--- src/rtl/axi_mon_pkg.sv ---
// Shared constants for the AXI transaction monitor: error vector layout.
package axi_mon_pkg;
  localparam int ERR_W              = 7;
  localparam int ERR_WLAST_EARLY    = 0;
  localparam int ERR_WLAST_MISSING  = 1;
  localparam int ERR_W_NO_AW        = 2;
  localparam int ERR_BID_UNEXP      = 3;
  localparam int ERR_RID_UNEXP      = 4;
  localparam int ERR_RLAST_MISMATCH = 5;
  localparam int ERR_OVERFLOW       = 6;

  typedef logic [ERR_W-1:0] err_vec_t;
endpackage

--- src/rtl/axi_txn_monitor_if.sv ---
// AXI4 control-signal probe bundle; the monitor only ever sees the slave (input) view.
interface axi_txn_monitor_if #(
  parameter int ID_W  = 4,
  parameter int LEN_W = 8
) ();
  logic             awvalid, awready;
  logic [ID_W-1:0]  awid;
  logic [LEN_W-1:0] awlen;
  logic             wvalid, wready, wlast;
  logic             bvalid, bready;
  logic [ID_W-1:0]  bid;
  logic             arvalid, arready;
  logic [ID_W-1:0]  arid;
  logic [LEN_W-1:0] arlen;
  logic             rvalid, rready, rlast;
  logic [ID_W-1:0]  rid;

  modport master (output awvalid, awready, awid, awlen, wvalid, wready, wlast,
                  bvalid, bready, bid, arvalid, arready, arid, arlen,
                  rvalid, rready, rlast, rid);
  modport slave  (input  awvalid, awready, awid, awlen, wvalid, wready, wlast,
                  bvalid, bready, bid, arvalid, arready, arid, arlen,
                  rvalid, rready, rlast, rid);
endinterface

--- src/rtl/axi_len_fifo.sv ---
// Small circular buffer of burst lengths; push while full and pop while empty are ignored.
module axi_len_fifo #(
  parameter int DEPTH = 4,
  parameter int WIDTH = 8,
  localparam int PW = (DEPTH > 1) ? $clog2(DEPTH) : 1,
  localparam int CW = $clog2(DEPTH + 1)
) (
  input  logic             clk,
  input  logic             rst_n,
  input  logic             push,
  input  logic             pop,
  input  logic [WIDTH-1:0] din,
  output logic             full,
  output logic             empty,
  output logic [WIDTH-1:0] head
);
  logic [DEPTH-1:0][WIDTH-1:0] mem_q;
  logic [PW-1:0]               rd_q, wr_q;
  logic [CW-1:0]               cnt_q;
  logic                        do_push, do_pop;

  assign full    = (cnt_q == CW'(DEPTH));
  assign empty   = (cnt_q == '0);
  assign head    = mem_q[rd_q];
  assign do_push = push & ~full;
  assign do_pop  = pop & ~empty;

  function automatic logic [PW-1:0] nxt(input logic [PW-1:0] p);
    return (p == PW'(DEPTH - 1)) ? '0 : p + PW'(1);
  endfunction

  always_ff @(posedge clk) begin
    if (!rst_n) begin
      mem_q <= '0;
      rd_q  <= '0;
      wr_q  <= '0;
      cnt_q <= '0;
    end else begin
      if (do_push) begin
        mem_q[wr_q] <= din;
        wr_q        <= nxt(wr_q);
      end
      if (do_pop) rd_q <= nxt(rd_q);
      cnt_q <= cnt_q + CW'(do_push) - CW'(do_pop);
    end
  end
endmodule

--- src/rtl/axi_txn_monitor.sv ---
// Passive AXI4 monitor: tracks outstanding bursts, checks beat counts, flags sticky errors.
module axi_txn_monitor
  import axi_mon_pkg::*;
#(
  parameter int ID_W      = 4,
  parameter int LEN_W     = 8,
  parameter int WR_OUTS   = 8,
  parameter int RD_PER_ID = 4,
  localparam int NID  = 2**ID_W,
  localparam int WO_W = $clog2(WR_OUTS + 1),
  localparam int RO_W = $clog2(RD_PER_ID * NID + 1)
) (
  input  logic             aclk,
  input  logic             aresetn,
  axi_txn_monitor_if.slave bus,
  input  logic             err_clear,
  output logic [ERR_W-1:0] err,
  output logic             err_pulse,
  output logic [WO_W-1:0]  wr_outs,
  output logic [RO_W-1:0]  rd_outs,
  output logic             wr_done,
  output logic             rd_done
);
  logic aw_hs, w_hs, b_hs, ar_hs, r_hs;
  assign aw_hs = bus.awvalid & bus.awready;
  assign w_hs  = bus.wvalid  & bus.wready;
  assign b_hs  = bus.bvalid  & bus.bready;
  assign ar_hs = bus.arvalid & bus.arready;
  assign r_hs  = bus.rvalid  & bus.rready;

  // Write path: one in-order length FIFO shared by all IDs.
  logic             wf_full, wf_empty, wf_push, wf_pop;
  logic [LEN_W-1:0] wf_head;
  assign wf_push = aw_hs & ~wf_full;

  axi_len_fifo #(.DEPTH(WR_OUTS), .WIDTH(LEN_W)) u_wfifo (
    .clk(aclk), .rst_n(aresetn), .push(wf_push), .pop(wf_pop), .din(bus.awlen),
    .full(wf_full), .empty(wf_empty), .head(wf_head)
  );

  // Read path: one length buffer per ID so interleaved responses stay separable.
  logic [NID-1:0]            rd_full, rd_empty, rd_push, rd_pop;
  logic [NID-1:0][LEN_W-1:0] rd_head;

  for (genvar g = 0; g < NID; g++) begin : g_rbuf
    axi_len_fifo #(.DEPTH(RD_PER_ID), .WIDTH(LEN_W)) u_rfifo (
      .clk(aclk), .rst_n(aresetn), .push(rd_push[g]), .pop(rd_pop[g]), .din(bus.arlen),
      .full(rd_full[g]), .empty(rd_empty[g]), .head(rd_head[g])
    );
  end

  logic [LEN_W-1:0]          wbeat_q, wbeat_d;
  logic [NID-1:0][LEN_W-1:0] rbeat_q, rbeat_d;
  logic [NID-1:0][WO_W-1:0]  bpend_q, bpend_d;
  logic [WO_W-1:0]           wr_outs_q, wr_outs_d;
  logic [RO_W-1:0]           rd_outs_q, rd_outs_d;
  err_vec_t                  err_q, err_d, err_set;
  logic                      err_pulse_q, wr_done_q, rd_done_q;
  logic                      b_ok, r_done;

  assign b_ok = b_hs && (bpend_q[bus.bid] != '0);

  always_comb begin
    err_set = '0;
    wf_pop  = 1'b0;
    wbeat_d = wbeat_q;
    rd_push = '0;
    rd_pop  = '0;
    rbeat_d = rbeat_q;
    r_done  = 1'b0;
    if (aw_hs && wf_full) err_set[ERR_OVERFLOW] = 1'b1;
    if (ar_hs && rd_full[bus.arid]) err_set[ERR_OVERFLOW] = 1'b1;
    if (b_hs && !b_ok) err_set[ERR_BID_UNEXP] = 1'b1;

    // wbeat never exceeds the head length, so wlast or reaching len always ends the burst.
    if (w_hs) begin
      if (wf_empty) err_set[ERR_W_NO_AW] = 1'b1;
      else if (bus.wlast || wbeat_q == wf_head) begin
        wf_pop  = 1'b1;
        wbeat_d = '0;
        if (bus.wlast && wbeat_q != wf_head) err_set[ERR_WLAST_EARLY] = 1'b1;
        if (!bus.wlast) err_set[ERR_WLAST_MISSING] = 1'b1;
      end else wbeat_d = wbeat_q + LEN_W'(1);
    end

    for (int i = 0; i < NID; i++) begin
      rd_push[i] = ar_hs && (bus.arid == ID_W'(i)) && !rd_full[i];
      bpend_d[i] = bpend_q[i] + WO_W'(wf_push && bus.awid == ID_W'(i))
                              - WO_W'(b_ok && bus.bid == ID_W'(i));
    end

    if (r_hs) begin
      if (rd_empty[bus.rid]) err_set[ERR_RID_UNEXP] = 1'b1;
      else if (bus.rlast != (rbeat_q[bus.rid] == rd_head[bus.rid])) begin
        err_set[ERR_RLAST_MISMATCH] = 1'b1;
        rd_pop[bus.rid]  = 1'b1;
        rbeat_d[bus.rid] = '0;
      end else if (bus.rlast) begin
        rd_pop[bus.rid]  = 1'b1;
        rbeat_d[bus.rid] = '0;
        r_done           = 1'b1;
      end else rbeat_d[bus.rid] = rbeat_q[bus.rid] + LEN_W'(1);
    end

    wr_outs_d = wr_outs_q + WO_W'(wf_push) - WO_W'(b_ok);
    rd_outs_d = rd_outs_q + RO_W'(|rd_push) - RO_W'(|rd_pop);
    err_d     = (err_clear ? '0 : err_q) | err_set;
  end

  always_ff @(posedge aclk) begin
    if (!aresetn) begin
      wbeat_q     <= '0;
      rbeat_q     <= '0;
      bpend_q     <= '0;
      wr_outs_q   <= '0;
      rd_outs_q   <= '0;
      err_q       <= '0;
      err_pulse_q <= 1'b0;
      wr_done_q   <= 1'b0;
      rd_done_q   <= 1'b0;
    end else begin
      wbeat_q     <= wbeat_d;
      rbeat_q     <= rbeat_d;
      bpend_q     <= bpend_d;
      wr_outs_q   <= wr_outs_d;
      rd_outs_q   <= rd_outs_d;
      err_q       <= err_d;
      err_pulse_q <= |(err_set & ~err_q);
      wr_done_q   <= b_ok;
      rd_done_q   <= r_done;
    end
  end

  assign err       = err_q;
  assign err_pulse = err_pulse_q;
  assign wr_outs   = wr_outs_q;
  assign rd_outs   = rd_outs_q;
  assign wr_done   = wr_done_q;
  assign rd_done   = rd_done_q;
endmodule

--- src/flat_wrapper.sv ---
// flat-port wrapper written by rule: the top's interface ports become plain ports
module axi_txn_monitor_flat import axi_mon_pkg::*;
#(
  parameter int ID_W      = 4,
  parameter int LEN_W     = 8,
  parameter int WR_OUTS   = 8,
  parameter int RD_PER_ID = 4,
  localparam int NID  = 2**ID_W,
  localparam int WO_W = $clog2(WR_OUTS + 1),
  localparam int RO_W = $clog2(RD_PER_ID * NID + 1)
)
  (aclk, aresetn, err_clear, err, err_pulse, wr_outs, rd_outs, wr_done, rd_done, bus_awvalid, bus_awready, bus_awid, bus_awlen, bus_wvalid, bus_wready, bus_wlast, bus_bvalid, bus_bready, bus_bid, bus_arvalid, bus_arready, bus_arid, bus_arlen, bus_rvalid, bus_rready, bus_rlast, bus_rid);
  axi_txn_monitor_if #(.ID_W(ID_W), .LEN_W(LEN_W)) bus_i ();
  input  logic aclk;
  input  logic aresetn;
  input  logic err_clear;
  output logic [ERR_W-1:0] err;
  output logic err_pulse;
  output logic [WO_W-1:0] wr_outs;
  output logic [RO_W-1:0] rd_outs;
  output logic wr_done;
  output logic rd_done;
  input wire logic [$bits(bus_i.awvalid)-1:0] bus_awvalid;
  input wire logic [$bits(bus_i.awready)-1:0] bus_awready;
  input wire logic [$bits(bus_i.awid)-1:0] bus_awid;
  input wire logic [$bits(bus_i.awlen)-1:0] bus_awlen;
  input wire logic [$bits(bus_i.wvalid)-1:0] bus_wvalid;
  input wire logic [$bits(bus_i.wready)-1:0] bus_wready;
  input wire logic [$bits(bus_i.wlast)-1:0] bus_wlast;
  input wire logic [$bits(bus_i.bvalid)-1:0] bus_bvalid;
  input wire logic [$bits(bus_i.bready)-1:0] bus_bready;
  input wire logic [$bits(bus_i.bid)-1:0] bus_bid;
  input wire logic [$bits(bus_i.arvalid)-1:0] bus_arvalid;
  input wire logic [$bits(bus_i.arready)-1:0] bus_arready;
  input wire logic [$bits(bus_i.arid)-1:0] bus_arid;
  input wire logic [$bits(bus_i.arlen)-1:0] bus_arlen;
  input wire logic [$bits(bus_i.rvalid)-1:0] bus_rvalid;
  input wire logic [$bits(bus_i.rready)-1:0] bus_rready;
  input wire logic [$bits(bus_i.rlast)-1:0] bus_rlast;
  input wire logic [$bits(bus_i.rid)-1:0] bus_rid;
  assign bus_i.awvalid = bus_awvalid;
  assign bus_i.awready = bus_awready;
  assign bus_i.awid = bus_awid;
  assign bus_i.awlen = bus_awlen;
  assign bus_i.wvalid = bus_wvalid;
  assign bus_i.wready = bus_wready;
  assign bus_i.wlast = bus_wlast;
  assign bus_i.bvalid = bus_bvalid;
  assign bus_i.bready = bus_bready;
  assign bus_i.bid = bus_bid;
  assign bus_i.arvalid = bus_arvalid;
  assign bus_i.arready = bus_arready;
  assign bus_i.arid = bus_arid;
  assign bus_i.arlen = bus_arlen;
  assign bus_i.rvalid = bus_rvalid;
  assign bus_i.rready = bus_rready;
  assign bus_i.rlast = bus_rlast;
  assign bus_i.rid = bus_rid;
  axi_txn_monitor #(.ID_W(ID_W), .LEN_W(LEN_W), .WR_OUTS(WR_OUTS), .RD_PER_ID(RD_PER_ID)) u_core (.aclk(aclk), .aresetn(aresetn), .bus(bus_i), .err_clear(err_clear), .err(err), .err_pulse(err_pulse), .wr_outs(wr_outs), .rd_outs(rd_outs), .wr_done(wr_done), .rd_done(rd_done));
endmodule
--- config.mk ---
export PLATFORM = sky130hd
export DESIGN_NAME = axi_txn_monitor_flat
export DESIGN_NICKNAME = d
export VERILOG_FILES = /design/src/rtl/axi_mon_pkg.sv /design/src/rtl/axi_txn_monitor_if.sv /design/src/rtl/axi_len_fifo.sv /design/src/rtl/axi_txn_monitor.sv /design/src/flat_wrapper.sv
export SDC_FILE = /design/constraint.sdc
export NUM_CORES = 2
export LEC_CHECK = 0
export CORE_AREA = 2 2 317 319
export CTS_CLUSTER_SIZE = 14
export DETAILED_ROUTE_END_ITERATION = 16
export DIE_AREA = 0 0 319 321
export DONT_BUFFER_PORTS = 1
export SYNTH_ARGS = -nofsm -noshare
export SYNTH_HDL_FRONTEND = slang
export SYNTH_SLANG_ARGS = --single-unit
--- constraint.sdc ---
create_clock -name aclk -period 8.2 [get_ports aclk]
set_input_delay 1.64 -clock aclk [delete_from_list [all_inputs] [get_ports aclk]]
set_output_delay 1.64 -clock aclk [all_outputs]
set_load 0.01 [all_outputs]
* Word level (Yosys, flattened, before mapping)
Index checks and enable logic that the tools add are counted.
Widths: inputs -> output; s select.
** Storage, ports and cells
- Bits in registers :: 919
- Input port bits :: 47
- Output and inout bits :: 21
- Logic and storage cells :: 796
** Operators by class
- Add/subtract/negate cells :: 106
- $lt $le $gt $ge :: 55
- Equality and inequality tests :: 100
- Mux-type cells :: 159
- Bitwise gates (word level) :: 82
- Reductions and logical operators :: 132
** Operators with widths (count)
- $bwmux 32 :: 16
- $mux 8 :: 38
- $bmux 8 s2 :: 16
- $demux 8 s2 :: 16
- $mux 128 :: 2
- $and 128x128->128 :: 1
- $bwmux 128 :: 1
- $not 128->128 :: 1
- $eq 4x4->1 const B :: 25
- $lt 2x3->1 const B :: 32
- $logic_and 1x1->1 :: 87
- $add 4x1->4 :: 18
- $sub 4x1->4 :: 18
- $mux 2 :: 35
- $add 2x1->2 const B :: 32
- $bmux 8 s4 :: 2
- $bwmux 64 :: 1
- $eq 2x2->1 const B :: 32
- $mux 16 :: 4
- $eq 3x3->1 const B :: 18
- $add 3x1->3 :: 16
- $eq 4x3->1 const B :: 12
- $logic_not 3->1 :: 16
- $sub 3x1->3 :: 16
- 37 further kinds :: 179

* Depth between registers and ports, before layout
- Depth after elaboration :: 11
- Depth in mapped cells :: 30

* By module
A second synthesis with hierarchy kept.
** Unflattened totals
- Cell total of the unflattened synthesis :: 4496
- Area total of the unflattened synthesis :: 45860.2 um^2
** Modules (own cells, without submodules)
- axi_len_fifo (u_core.g_rbuf[0].u_rfifo ...) :: times used 15, cells an instance 174, area an instance 1826.8 um^2, seq. area each 780.7 um^2
- axi_txn_monitor :: times used 1, cells an instance 1393, area an instance 13207.7 um^2, seq. area each 4424.2 um^2
- axi_len_fifo (u_core.u_wfifo) :: times used 1, cells an instance 318, area an instance 3420.8 um^2, seq. area each 1481.4 um^2
- axi_len_fifo (u_core.g_rbuf[9].u_rfifo) :: times used 1, cells an instance 175, area an instance 1830.5 um^2, seq. area each 780.7 um^2

* Least setup slack after synthesis
OpenSTA, ideal clock, no wires.
- Kind :: input-to-reg
- From :: input port bus_rid[0]
- To :: register u_core.rd_outs_q[6], in the netlist u_core.rd_outs[6]
- Arrival time :: 6.210 ns
- Required time :: 8.072 ns
- Slack :: 1.862 ns
- Cell stages on the path :: 29
- Cell sequence :: buf_6 -> buf_8 -> buf_4 -> buf_2 -> buf_2 -> nor4_2 -> a22oi_1 -> nand2_1 -> nor3_1 -> xnor2_1 -> nor4_1 -> nand4_1 -> ha_1 -> or2_2 -> clkbuf_1 -> nand2_1 -> inv_1 -> ha_1 -> inv_1 -> ha_1 -> inv_1 -> fa_1 -> nor2b_1 -> o21ai_0 -> nand2b_1 -> a21o_1 -> a21oi_1 -> xnor2_1 -> nor2_1
** On the way
- Word-level cells in the longest chain between the ends :: 10
** RTL lines
- start: declaration :: line flat_wrapper.sv:40 : input wire logic [$bits(bus_i.rid)-1:0] bus_rid;
- $lt 4x5->1 (not written as such) / $ge 4x1->1 (equally long branches) :: line axi_txn_monitor.sv:96, axi_txn_monitor.sv:99
- $logic_and 1x1->1 (not written as such) :: line axi_txn_monitor.sv:96, axi_txn_monitor.sv:99
- $mux 1 (not written as such) :: line axi_txn_monitor.sv:96, axi_txn_monitor.sv:99
- $demux 1 s4
- $mux 16 :: line axi_txn_monitor.sv:98 : end else if (bus.rlast) begin
- $mux 16 :: line axi_txn_monitor.sv:94 : else if (bus.rlast != (rbeat_q[bus.rid] == rd_head[bus.rid])) begin
- $mux 16 (*) :: line axi_txn_monitor.sv:93 : if (rd_empty[bus.rid]) err_set[ERR_RID_UNEXP] = 1'b1;
- $mux 16 (*) :: line axi_txn_monitor.sv:92 : if (r_hs) begin
- $reduce_or 16->1 (*) :: line axi_txn_monitor.sv:106 : rd_outs_d = rd_outs_q + RO_W'(|rd_push) - RO_W'(|rd_pop);
- $sub 7x1->7 (*) :: line axi_txn_monitor.sv:106
- end signal: assignment :: line axi_txn_monitor.sv:126 : rd_outs_q <= rd_outs_d;
- end: declaration :: line axi_txn_monitor.sv:56 : logic [RO_W-1:0] rd_outs_q, rd_outs_d;
Every way passes the cells marked *; elsewhere a longest branch is shown, timed or not. The select of a mux whose other input is x is not followed.
A chain may end at the register's enable or synchronous reset.

* Worst setup path after layout
- From :: input port bus_rid[0]
- To :: register u_core.g_rbuf[13].u_rfifo.cnt_q[2]
** On the way
- Word-level cells in the longest chain between the ends :: 10
** RTL lines
- $lt 4x5->1 (not written as such) / $ge 4x1->1 (equally long branches) :: line axi_txn_monitor.sv:96, axi_txn_monitor.sv:99
- $logic_and 1x1->1 (not written as such) :: line axi_txn_monitor.sv:96, axi_txn_monitor.sv:99
- $mux 1 (not written as such) :: line axi_txn_monitor.sv:96, axi_txn_monitor.sv:99
- $demux 1 s4
- $mux 16 :: line axi_txn_monitor.sv:98
- $mux 16 :: line axi_txn_monitor.sv:94
- $mux 16 (*) :: line axi_txn_monitor.sv:93
- $mux 16 (*) :: line axi_txn_monitor.sv:92
- $and 1x1->1 (*) :: line axi_len_fifo.sv:26 : assign do_pop = pop & ~empty;
- via u_core.g_rbuf[13].u_rfifo.do_pop :: line axi_len_fifo.sv:20 : logic do_push, do_pop;
- $sub 3x1->3 (*) :: line axi_len_fifo.sv:44 : cnt_q <= cnt_q + CW'(do_push) - CW'(do_pop);
- end signal: assignment :: line axi_len_fifo.sv:44
- end: declaration :: line axi_len_fifo.sv:19 : logic [CW-1:0] cnt_q;
The timed path passes the listed nets; every way through them passes the cells marked *. The select of a mux whose other input is x is not followed.

==> impl_metrics.env <==
export IMPL_synth_top_cells_by_area="dfxtp_1 42%, mux4_2 9.6%, a21oi_1 7.0%, nand3_1 6.5%, nand2_1 5.7%"
export IMPL_synthArstFlopShare_pct=0
export IMPL_worst_setup_path_end_kind="flip-flop"
export IMPL_p_leak_nw=17.0
export IMPL_clock_fmax_mhz=169
export IMPL_io_buffers=0
export IMPL_drt_iter0_drc=3849
export IMPL_track_usage_pct=24.8
export IMPL_die_h_um=321
export IMPL_insertion_delay_ns=0.69
export IMPL_drive_gt1_share_pct=9.64
export IMPL_io_pins=68
export IMPL_core_area_mm2=0.0993
export IMPL_cts_num_sinks=919
export IMPL_start_kind="primary input"
export IMPL_wl_per_cell_um=21.3
export IMPL_clockRootBuffer="clkbuf_16"
export IMPL_worstSetupPathType="primary input to flip-flop"
export IMPL_worst_pin_slew_ns=1.29
export IMPL_cts_tree="done"
export IMPL_utilization_pct=48.4
export IMPL_die_area_mm2=0.102
export IMPL_antenna_found_initial=3
export IMPL_finalPower_mw=9.92
export IMPL_cts_hold_buf=0
export IMPL_row_count=116
export IMPL_synthCells=4956
export IMPL_max_slew_margin_pct=14.1
export IMPL_vias_per_cell=5.82
export IMPL_synth_warnings=0
export IMPL_period_minus_slack_ns=5.92
export IMPL_synth_seq_area_share_pct=41.6
export IMPL_synth_edff_count=0
export IMPL_clk_pin_slew_ns=0.06
export IMPL_vias=35300
export IMPL_hp_class="flip-flop to flip-flop"
export IMPL_cts_resized=0
export IMPL_cp_max_fo=67
export IMPL_power_density_mw_per_mm2=206
export IMPL_dp_hpwl_mm=86.2
export IMPL_numCtsBuffers=101
export IMPL_cts_setup_buffers=0
export IMPL_syn_num_nets=5238
export IMPL_first_pass_iters=6
export IMPL_tns_ns=0
export IMPL_drv_slew=0
export IMPL_setup_ws_ns=2.28
export IMPL_globalRouteOverflowTotal=0
export IMPL_hold_viol_final=0
export IMPL_drc=0
export IMPL_detail_route_antenna_nets=0
export IMPL_grt_max_degree=201
export IMPL_status="completed"
export IMPL_layout_nets=4968
export IMPL_cp_arrival_ns=6.46
export IMPL_min_path_cells=2
export IMPL_grt_pass1_vias=32800
export IMPL_synth_top_area_cell="dfxtp_1"
export IMPL_cp_required_ns=8.74
export IMPL_grt_pass1_wl_mm=200
export IMPL_syn_to_final_growth_pct=8.71
export IMPL_cts_max_level=3
export IMPL_clockBufferDepth=3
export IMPL_ys_types=77
export IMPL_synth_flop_cell="dfxtp_1"
export IMPL_postSynthAreaPerCell_um2=8.93
export IMPL_r2r_worst_path_cells=20
export IMPL_layout_common_cells="919 x dfxtp_1, 667 x nand2_1, 619 x a21oi_1, 578 x nand3_1, 358 x nor2_1"
export IMPL_grt_setup_unrepaired="no"
export IMPL_ir_drop_v=0.000173
export IMPL_start_util_pct=44.6
export IMPL_die_x_um=319
export IMPL_skew_ns=0.0329
export IMPL_wl_mm=129
export IMPL_place_ws_ns=1.71
export IMPL_synth_top_area_share_pct=41.6
export IMPL_ys_seq_elements=919
export IMPL_layout_commonest_cell="dfxtp_1"
export IMPL_drv_cap=0
export IMPL_gp_congestion=0.946
export IMPL_fin_crit_sh_pct=72.2
export IMPL_synth_area_mm2=0.0442
export IMPL_fill_cells=9383
export IMPL_setup_viol=0
## worst max-delay path: stages
cell and delay [ns]:
nor4b_2 1.09, a22oi_1 0.28, nand4_1 0.20, a211oi_1 0.07, xnor2_1 0.15, nor3_1 0.18
nand4_1 0.16, ha_1 0.40, or2_2 0.15, buf_4 0.44, nand3_1 0.33, inv_1 0.12
ha_1 0.23, inv_1 0.06, ha_1 0.13, inv_1 0.05, fa_1 0.40, xor2_1 0.18
xnor2_1 0.13, nor2_1 0.05
## synth_stat cells (all sizes together), types with 21 or more instances
cell type  instances
ha               200
nand3            578
nor2             363
buf              116
a21oi            619
a22oi             77
xnor2             56
fa                35
nor3              80
a32oi             24
inv              219
dfxtp            919
clkbuf           297
xor2              61
nand2            667
o21ai             49
and2              47
mux4             189
mux2i            129
a21o              21
## state kept, by name, indices dropped and copies added (netlist names), 3 cells and up
| signal | cells |
|---|---|
| u_core.rbeat_q | 128 |
| u_core.u_wfifo.wr_q | 3 |
| u_core.rd_outs | 7 |
| u_core.g_rbuf.u_rfifo.rd_q | 32 |
| u_core.g_rbuf.u_rfifo.mem_q | 512 |
| u_core.wbeat_q | 8 |
| u_core.err | 7 |
| u_core.bpend_q | 64 |
| u_core.wr_outs | 4 |
| u_core.g_rbuf.u_rfifo.cnt_q | 48 |
| u_core.u_wfifo.mem_q | 64 |
| u_core.g_rbuf.u_rfifo.wr_q | 32 |
| u_core.u_wfifo.cnt_q | 4 |
| u_core.u_wfifo.rd_q | 3 |
## cells by family (layout without fill, tap and decap cells)
logic type	Yosys count	count (layout)	share of synthesized area [%]
adder cells (fa/ha/maj)	235	235	7.24
AO/OA/AOI/OAI	869	869	11.4
buffers and inverters	632	447	5.67
multiplexers	321	321	12.6
other	0	1	0
flip-flops	919	919	41.6
AND/OR/NAND/NOR	1863	1863	19.2
XOR/XNOR	117	117	2.36
## through the flow
stage          cell area (um2)  hold WS (ns)  std cells
3_3_place_gp             44600         0.438       5881
4_1_cts                  48100         0.451       6069
6_report                 48100         0.451       6070
2_1_floorplan            44200         0.433       4956
3_5_place_dp             44600         0.443       5881
5_1_grt                  48100         0.467       6069
## routing by layer
metal  wire [um]  share of wire, %  GRT usage (%)
met1       57800                45           35.1
met2       57800                45           38.0
met3       10400               8.0           4.96
met4        3450               2.7           7.40
met5           0                 0              0
## worst paths after layout
kind / start / to / slack, ns
worst max-delay path: bus_rid[0] / u_core.g_rbuf[13].u_rfifo.cnt_q[2] / 2.28
worst min-delay path: u_core.g_rbuf[0].u_rfifo.mem_q[25] / u_core.g_rbuf[0].u_rfifo.mem_q[25] / 0.45
worst max register to register: u_core.g_rbuf[1].u_rfifo.rd_q[0] / u_core.g_rbuf[13].u_rfifo.cnt_q[2] / 2.37
worst min register to register: u_core.g_rbuf[0].u_rfifo.mem_q[25] / u_core.g_rbuf[0].u_rfifo.mem_q[25] / 0.45
## power breakdown
part           switching (mW)  internal [mW]  leakage, nW
Sequential             0.0664           4.53         7.41
Clock                    1.90           2.81         1.72
Combinational           0.384          0.234         7.85
Total                    2.35           7.57         17.0
## cell type report
type | count | area, um2 | area share [%]
Sequential cell | 919 | 18400 | 38.3
Tap cell | 1298 | 1620 | 3.38
Clock buffer | 158 | 3090 | 6.43
Antenna cell | 1 | 2.50 | 0.00520
Multi-Input combinational cell | 3405 | 23500 | 48.8
Clock inverter | 30 | 368 | 0.765
Timing Repair Buffer | 40 | 325 | 0.676
Inverter | 219 | 830 | 1.72
Note: power is estimated with default switching activity, not from simulation.
